===== src/rtl/fft_peak_detect.sv =====
// Streaming peak finder for FFT output frames: reports the strongest bin in the
// lower half of each frame and flags frames whose length is not 2^N_LOG2.
module fft_peak_detect #(
  parameter int N_LOG2  = 10,
  parameter bit SKIP_DC = 1
) (
  input  logic              clk,
  input  logic              rst,
  input  logic              di_en,
  input  logic              di_last,
  input  logic [31:0]       din,
  output logic              pk_valid,
  output logic [N_LOG2-1:0] pk_bin,
  output logic [31:0]       pk_pow,
  output logic              frame_err
);

  localparam logic [N_LOG2-1:0] LAST_BIN = '1;

  // ---------------------------------------------------------------------------
  // Input side: bin counter and per-sample frame classification
  // ---------------------------------------------------------------------------
  logic [N_LOG2-1:0] bin_cnt;
  logic              at_end;
  logic              close_frame;
  logic              len_err;
  logic              in_range;

  assign at_end      = (bin_cnt == LAST_BIN);
  // A frame closes on di_last or on the last bin, whichever comes first; the
  // two disagreeing means the frame was short or long.
  assign close_frame = di_last || at_end;
  assign len_err     = di_last ^ at_end;
  assign in_range    = !bin_cnt[N_LOG2-1] && (!SKIP_DC || (bin_cnt != '0));

  // NOTE: sequential state is written only with non-blocking assignments so every
  // flop samples the pre-edge value of its sources, independent of block order.
  always_ff @(posedge clk or negedge rst) begin
    if (!rst) begin
      bin_cnt <= '0;
    end else if (di_en) begin
      bin_cnt <= close_frame ? '0 : bin_cnt + N_LOG2'(1);
    end
  end

  // ---------------------------------------------------------------------------
  // Stage 1: register the sample and its bookkeeping
  // ---------------------------------------------------------------------------
  logic                s1_valid;
  logic signed [15:0]  s1_re;
  logic signed [15:0]  s1_im;
  logic [N_LOG2-1:0]   s1_bin;
  logic                s1_last;
  logic                s1_err;
  logic                s1_in_range;

  always_ff @(posedge clk or negedge rst) begin
    if (!rst) begin
      s1_valid    <= 1'b0;
      s1_re       <= '0;
      s1_im       <= '0;
      s1_bin      <= '0;
      s1_last     <= 1'b0;
      s1_err      <= 1'b0;
      s1_in_range <= 1'b0;
    end else begin
      s1_valid <= di_en;
      s1_last  <= di_en && close_frame;
      s1_err   <= di_en && close_frame && len_err;
      if (di_en) begin
        s1_re       <= din[15:0];
        s1_im       <= din[31:16];
        s1_bin      <= bin_cnt;
        s1_in_range <= in_range;
      end
    end
  end

  // ---------------------------------------------------------------------------
  // Stage 2: sum of squares
  // ---------------------------------------------------------------------------
  logic signed [31:0] re_ext;
  logic signed [31:0] im_ext;
  logic signed [31:0] re_sq;
  logic signed [31:0] im_sq;
  logic [31:0]        pow;

  assign re_ext = {{16{s1_re[15]}}, s1_re};
  assign im_ext = {{16{s1_im[15]}}, s1_im};
  assign re_sq  = re_ext * re_ext;
  assign im_sq  = im_ext * im_ext;
  // Each square is at most 2^30, so the unsigned sum (max 2^31) never wraps.
  assign pow    = $unsigned(re_sq) + $unsigned(im_sq);

  logic              s2_valid;
  logic [31:0]       s2_pow;
  logic [N_LOG2-1:0] s2_bin;
  logic              s2_last;
  logic              s2_err;
  logic              s2_in_range;

  always_ff @(posedge clk or negedge rst) begin
    if (!rst) begin
      s2_valid    <= 1'b0;
      s2_pow      <= '0;
      s2_bin      <= '0;
      s2_last     <= 1'b0;
      s2_err      <= 1'b0;
      s2_in_range <= 1'b0;
    end else begin
      s2_valid <= s1_valid;
      s2_last  <= s1_last;
      s2_err   <= s1_err;
      if (s1_valid) begin
        s2_pow      <= pow;
        s2_bin      <= s1_bin;
        s2_in_range <= s1_in_range;
      end
    end
  end

  // ---------------------------------------------------------------------------
  // Stage 3: running-maximum compare/update
  // ---------------------------------------------------------------------------
  logic              max_found;
  logic [31:0]       max_pow;
  logic [N_LOG2-1:0] max_bin;
  logic              take;
  logic [31:0]       cand_pow;
  logic [N_LOG2-1:0] cand_bin;

  // NOTE: every output of this block gets a default before any branch, so no
  // path leaves a signal unassigned and no latch is inferred.
  always_comb begin
    take     = 1'b0;
    cand_pow = max_pow;
    cand_bin = max_bin;
    // Strictly-greater compare keeps the earlier (lower) bin on ties.
    if (s2_valid && s2_in_range) begin
      take = !max_found || (s2_pow > max_pow);
    end
    if (take) begin
      cand_pow = s2_pow;
      cand_bin = s2_bin;
    end
  end

  logic              s3_done;
  logic              s3_err;
  logic [31:0]       res_pow;
  logic [N_LOG2-1:0] res_bin;

  always_ff @(posedge clk or negedge rst) begin
    if (!rst) begin
      max_found <= 1'b0;
      max_pow   <= '0;
      max_bin   <= '0;
      res_pow   <= '0;
      res_bin   <= '0;
      s3_done   <= 1'b0;
      s3_err    <= 1'b0;
    end else begin
      s3_done <= s2_valid && s2_last;
      s3_err  <= s2_valid && s2_last && s2_err;
      if (s2_valid && s2_last) begin
        // The maximum is cleared to zero when idle, so a frame without any
        // in-range bin naturally reports bin 0 / power 0.
        res_pow   <= cand_pow;
        res_bin   <= cand_bin;
        max_found <= 1'b0;
        max_pow   <= '0;
        max_bin   <= '0;
      end else if (take) begin
        max_found <= 1'b1;
        max_pow   <= s2_pow;
        max_bin   <= s2_bin;
      end
    end
  end

  // ---------------------------------------------------------------------------
  // Result register: pulse flags, hold the last reported peak
  // ---------------------------------------------------------------------------
  always_ff @(posedge clk or negedge rst) begin
    if (!rst) begin
      pk_valid  <= 1'b0;
      frame_err <= 1'b0;
      pk_bin    <= '0;
      pk_pow    <= '0;
    end else begin
      pk_valid  <= s3_done;
      frame_err <= s3_err;
      if (s3_done) begin
        pk_bin <= res_bin;
        pk_pow <= res_pow;
      end
    end
  end

endmodule


===== config.mk =====
export PLATFORM = sky130hd
export DESIGN_NAME = fft_peak_detect
export DESIGN_NICKNAME = d
export VERILOG_FILES = /design/src/rtl/fft_peak_detect.sv
export SDC_FILE = /design/constraint.sdc
export NUM_CORES = 2
export LEC_CHECK = 0
export BUFFER_PORTS_ARGS = -buffer_cell sky130_fd_sc_hd__buf_2
export CAP_MARGIN = 15
export CORE_ASPECT_RATIO = 1.1
export CORE_MARGIN = 3
export CORE_UTILIZATION = 55
export DETAILED_ROUTE_END_ITERATION = 10
export PLACE_DENSITY = 0.84
export SETUP_SLACK_MARGIN = 0.2
export SYNTH_ARGS = -nofsm -noshare
export SYNTH_HDL_FRONTEND = slang
export SYNTH_SLANG_ARGS = --single-unit

===== constraint.sdc =====
create_clock -name clk -period 7.6 [get_ports clk]
set_clock_uncertainty 0.1 [all_clocks]
set_input_delay 2.28 -clock clk [delete_from_list [all_inputs] [get_ports clk]]
set_output_delay 2.28 -clock clk [all_outputs]
set_load 0.01 [all_outputs]

==> tab_implementation.tex <==
\begin{tabular}{lr}
\hline
Metric & Value \\
\hline
\multicolumn{2}{l}{\textbf{CTS}} \\
Clock Root Buffer & sky130\_fd\_sc\_hd\_\_clkbuf\_16 \\
Number of hold buffers added after CTS & 0 \\
Number of buffers added by the clock tree synthesis step & 26 \\
Maximum clock insertion buffer count & 3 \\
Clock sinks & $\sim$230 \\
Clock tree from TritonCTS & built \\
Clock-pin slew reported for the worst setup and hold paths after clock tree synthesis & approximately 70 ps \\
Clock network latency to the later pin of the worst-skew pair & approximately 560 ps \\
CTS HTree Levels & 1 \\
\multicolumn{2}{l}{\textbf{Hold path}} \\
Worst hold path startpoint & s3\_err \\
Min-Delay Path Class & reg2reg \\
\multicolumn{2}{l}{\textbf{Finish}} \\
Area of the multi-input gates & roughly 19000 sq um \\
Ant diodes & 0 \\
Most common cell after layout, fill and taps aside & sky130\_fd\_sc\_hd\_\_inv\_1 \\
Nets@finish & around 3600 \\
Sequential cell area & 5860 sq um \\
Layout cells sized above 1 & 0.158 \\
Synthesis-to-layout area growth & 11.1\% \\
Leading cell types in the layout, fill and taps excluded & 656 x sky130\_fd\_sc\_hd\_\_inv\_1, 511 x sky130\_fd\_sc\_hd\_\_fa\_1, 228 x sky130\_fd\_sc\_hd\_\_nand2\_1, 214 x sky130\_fd\_sc\_hd\_\_dfrtp\_1, 180 x sky130\_fd\_sc\_hd\_\_ha\_1 \\
Final-layout fill cell count & between 3000 and 4000 \\
\multicolumn{2}{l}{\textbf{Critical path}} \\
Critical Path Sink & s2\_pow[31] \\
Reg-to-reg slack, setup & approximately 170 ps \\
Capturing point of the worst reg2reg path & s2\_pow[31] \\
Origin of the worst setup path & s1\_im[7] \\
Arrival time at the worst endpoint & 7760 ps \\
Reg-to-Reg Start & s1\_im[7] \\
Required time worst endpoint & about 7900 ps \\
Setup crit start kind & flop \\
Crit Path Max Fanout & 5 \\
Number of cells on the worst reg-to-reg path & 22 \\
Setup CP Type & reg2reg \\
Critical Path Sink Type & flop \\
\multicolumn{2}{l}{\textbf{Placement}} \\
Final RePlAce weighted congestion & around 0.96 \\
I/O Buffers & 79 \\
DPL Wire Length & 53.2 mm \\
\multicolumn{2}{l}{\textbf{Yosys}} \\
Async SR Flop Fraction & 1.00 \\
Primary flip-flop cell chosen by synthesis mapping & sky130\_fd\_sc\_hd\_\_dfrtp\_1 \\
Gate Count Post-Synth & $\sim$2700 \\
Synth warnings & 0 \\
Synth Area per Inst & 10.2 sq um \\
Number of distinct library cells after synthesis & 70 \\
Number of synthesized register bits & between 200 and 250 \\
Fraction of the yosys area taken by sequential cells & 0.211 \\
EDFF count, synth & 0 \\
Syn Nets & approximately 3500 \\
Netlist area before placement & about 28000 sq um \\
\multicolumn{2}{l}{\textbf{Die}} \\
Chip Width & around 220 um \\
Cell row count & 85 \\
Starting Density & 0.560 \\
IO Pins & 80 \\
Die Y & about 240 um \\
Core area & 49300 sq um \\
Total die area & $\sim$53000 sq um \\
\multicolumn{2}{l}{\textbf{Timing}} \\
Number of hold-slack violations in the final timing report & 0 \\
Post-layout min period & 7430 ps \\
Achievable clock frequency & approximately 0.13 GHz \\
Setup repair after global routing missed its margin & true \\
Max-Slew Margin vs Limit & 0.350 \\
Slew @ Worst Pin & between 900 and 1000 ps \\
Crit share post-route & 0.978 \\
Smallest hold slack & between 200 and 250 ps \\
Number of failing setup endpoints in the final timing report & 0 \\
Number of slew-limit violations in the final report & 0 \\
\multicolumn{2}{l}{\textbf{Run}} \\
Maximum capacitance violations & 0 \\
\multicolumn{2}{l}{\textbf{Global route}} \\
Via count of the first global-routing pass & roughly 22000 \\
Wire length of the first global-routing pass & around 110 mm \\
Antenna violations before repair & 0 \\
Pin count of the biggest net entering global routing & 139 \\
Total routing resource utilization after global routing & 0.256 \\
Remaining global-route overflow & 0 \\
\multicolumn{2}{l}{\textbf{Drt}} \\
Drt first-iter violations & around 1300 \\
Average via count per standard cell & around 5.5 \\
Number of detailed-route iterations in the first pass & 5 \\
Via total after detailed routing & approximately 19000 \\
Antenna viol nets, final & 0 \\
DRC violations left & 0 \\
Wire length reported by the detailed router & 66.0 mm \\
Routed wire length per instance & approximately 19 um \\
\multicolumn{2}{l}{\textbf{Status}} \\
Status & finished clean \\
\hline
\end{tabular}
-- through the flow --
stage,std cells,setup TNS (ps),instance area [sq um],util,setup WS [ps]
CTS,3489,0,30300,0.614,187
floorplan,2712,0,27700,-,217
detailed placement,3435,-36.4,29200,0.592,-35.4
finish,3519,0,30700,0.622,167
global route,3519,0,30700,0.622,12.1
global placement,3435,0,29200,0.592,122
-- logic make-up (layout without fill, tap and decap cells) --
family | after synthesis | in the layout | share of synthesized area
AND/OR/NAND/NOR | 555 | 555 | 0.0968
XOR/XNOR | 50 | 50 | 0.0168
multiplexers | 99 | 99 | 0.0402
adder cells (fa/ha/maj) | 707 | 707 | 0.461
AO/OA/AOI/OAI | 289 | 289 | 0.0678
other | 1 | 1 | 0.000136
buffers and inverters | 778 | 933 | 0.106
flip-flops | 233 | 233 | 0.211
-- worst min-delay path by stage --
stage | endpoint | slack [ps] | depth (start not counted)
5_1_grt | s2_last | 260 | 0
3_3_place_gp | s2_err | 230 | 0
6_report | frame_err | 250 | 0
2_1_floorplan | frame_err | 230 | 0
4_1_cts | frame_err | 250 | 0
3_5_place_dp | frame_err | 240 | 0
-- synth_stat cells, types with 3 or more instances --
master                      number  area share
sky130_fd_sc_hd__o21bai_1        3     0.00081
sky130_fd_sc_hd__o311ai_1        9      0.0029
sky130_fd_sc_hd__buf_1           4     0.00054
sky130_fd_sc_hd__and2_1         86       0.019
sky130_fd_sc_hd__o21ai_0        90       0.016
sky130_fd_sc_hd__o2bb2ai_1       3     0.00095
sky130_fd_sc_hd__buf_2           9      0.0016
sky130_fd_sc_hd__fa_1          519        0.38
sky130_fd_sc_hd__or2_2           5      0.0011
sky130_fd_sc_hd__a22o_1          3     0.00095
sky130_fd_sc_hd__nor2b_1        15      0.0034
sky130_fd_sc_hd__xor2_1          8      0.0025
sky130_fd_sc_hd__nor3_1          7      0.0013
sky130_fd_sc_hd__o21a_1          6      0.0016
sky130_fd_sc_hd__nand3_1        54      0.0098
sky130_fd_sc_hd__xnor2_1        40       0.013
sky130_fd_sc_hd__nor4_1          3     0.00068
sky130_fd_sc_hd__clkinv_1        6     0.00081
sky130_fd_sc_hd__nor2_1         73      0.0099
sky130_fd_sc_hd__dfrtp_1       233        0.21
sky130_fd_sc_hd__or3_1           6      0.0014
sky130_fd_sc_hd__o31ai_1         7      0.0019
sky130_fd_sc_hd__and3_1          6      0.0014
sky130_fd_sc_hd__a31o_2          4      0.0013
sky130_fd_sc_hd__ha_1          188       0.085
sky130_fd_sc_hd__or4_1           3     0.00081
sky130_fd_sc_hd__inv_1         662       0.090
sky130_fd_sc_hd__a211oi_1        8      0.0022
sky130_fd_sc_hd__o311ai_0       25      0.0079
sky130_fd_sc_hd__mux2_2         97       0.040
sky130_fd_sc_hd__a21o_1         14      0.0038
sky130_fd_sc_hd__nand4_1        50       0.011
sky130_fd_sc_hd__clkbuf_1       95       0.013
sky130_fd_sc_hd__a21oi_1        75       0.014
sky130_fd_sc_hd__nand2_1       232       0.031
sky130_fd_sc_hd__o211ai_1       15      0.0041
sky130_fd_sc_hd__nand2b_1        5      0.0011
-- area by class of cell --
type	instances	share of cell area
Clock buffer	33	0.0234
Clock inverter	13	0.00546
Inverter	669	0.0819
Multi-Input combinational cell	1701	0.622
Sequential cell	233	0.191
Tap cell	652	0.0266
Timing Repair Buffer	218	0.0504
-- what timing repair did --
action / 4_1_cts / 5_1_grt
endpoints found under the setup margin: 5 / 15
resized for setup: 42 / 43
pin swaps: 8 / 33
setup buffers: 8 / 30
-- registers in the layout, indices dropped and copies added (netlist names), 10 cells and up --
| register | cells |
|---|---|
| s1_im | 16 |
| s1_bin | 10 |
| bin_cnt | 10 |
| s1_re | 16 |
| pk_bin | 10 |
| res_pow | 32 |
| pk_pow | 32 |
| max_pow | 32 |
| s2_pow | 32 |
| max_bin | 10 |
| res_bin | 10 |
| s2_bin | 10 |
-- worst max-delay path, cell delays in order (launching register included) --
cell	delay, ps
sky130_fd_sc_hd__dfrtp_1	540
sky130_fd_sc_hd__inv_1	270
sky130_fd_sc_hd__fa_1	590
sky130_fd_sc_hd__inv_1	50
sky130_fd_sc_hd__fa_1	500
sky130_fd_sc_hd__inv_1	60
sky130_fd_sc_hd__fa_1	530
sky130_fd_sc_hd__inv_1	50
sky130_fd_sc_hd__fa_1	470
sky130_fd_sc_hd__fa_1	520
sky130_fd_sc_hd__fa_1	430
sky130_fd_sc_hd__fa_1	500
sky130_fd_sc_hd__inv_1	50
sky130_fd_sc_hd__fa_1	530
sky130_fd_sc_hd__inv_1	60
sky130_fd_sc_hd__ha_1	300
sky130_fd_sc_hd__and4_4	230
sky130_fd_sc_hd__o21a_4	130
sky130_fd_sc_hd__nand3_4	90
sky130_fd_sc_hd__a2111oi_4	470
sky130_fd_sc_hd__nor4_4	70
sky130_fd_sc_hd__o211a_1	220
sky130_fd_sc_hd__or4_1	520
-- layer usage --
layer / share of wire / vias up / GRT usage / wire length, um
met1: 0.39 / 9944 / 0.330 / 25900
li1: - / 8645 / - / -
met4: 0.042 / 0 / 0.0937 / 2800
met5: 0 / - / 0 / 0
met2: 0.51 / 732 / 0.447 / 33400
met3: 0.059 / 174 / 0.0308 / 3920
Power is not shown: default switching activity piles up to over one toggle a cycle in this logic, so the estimate is an artifact.
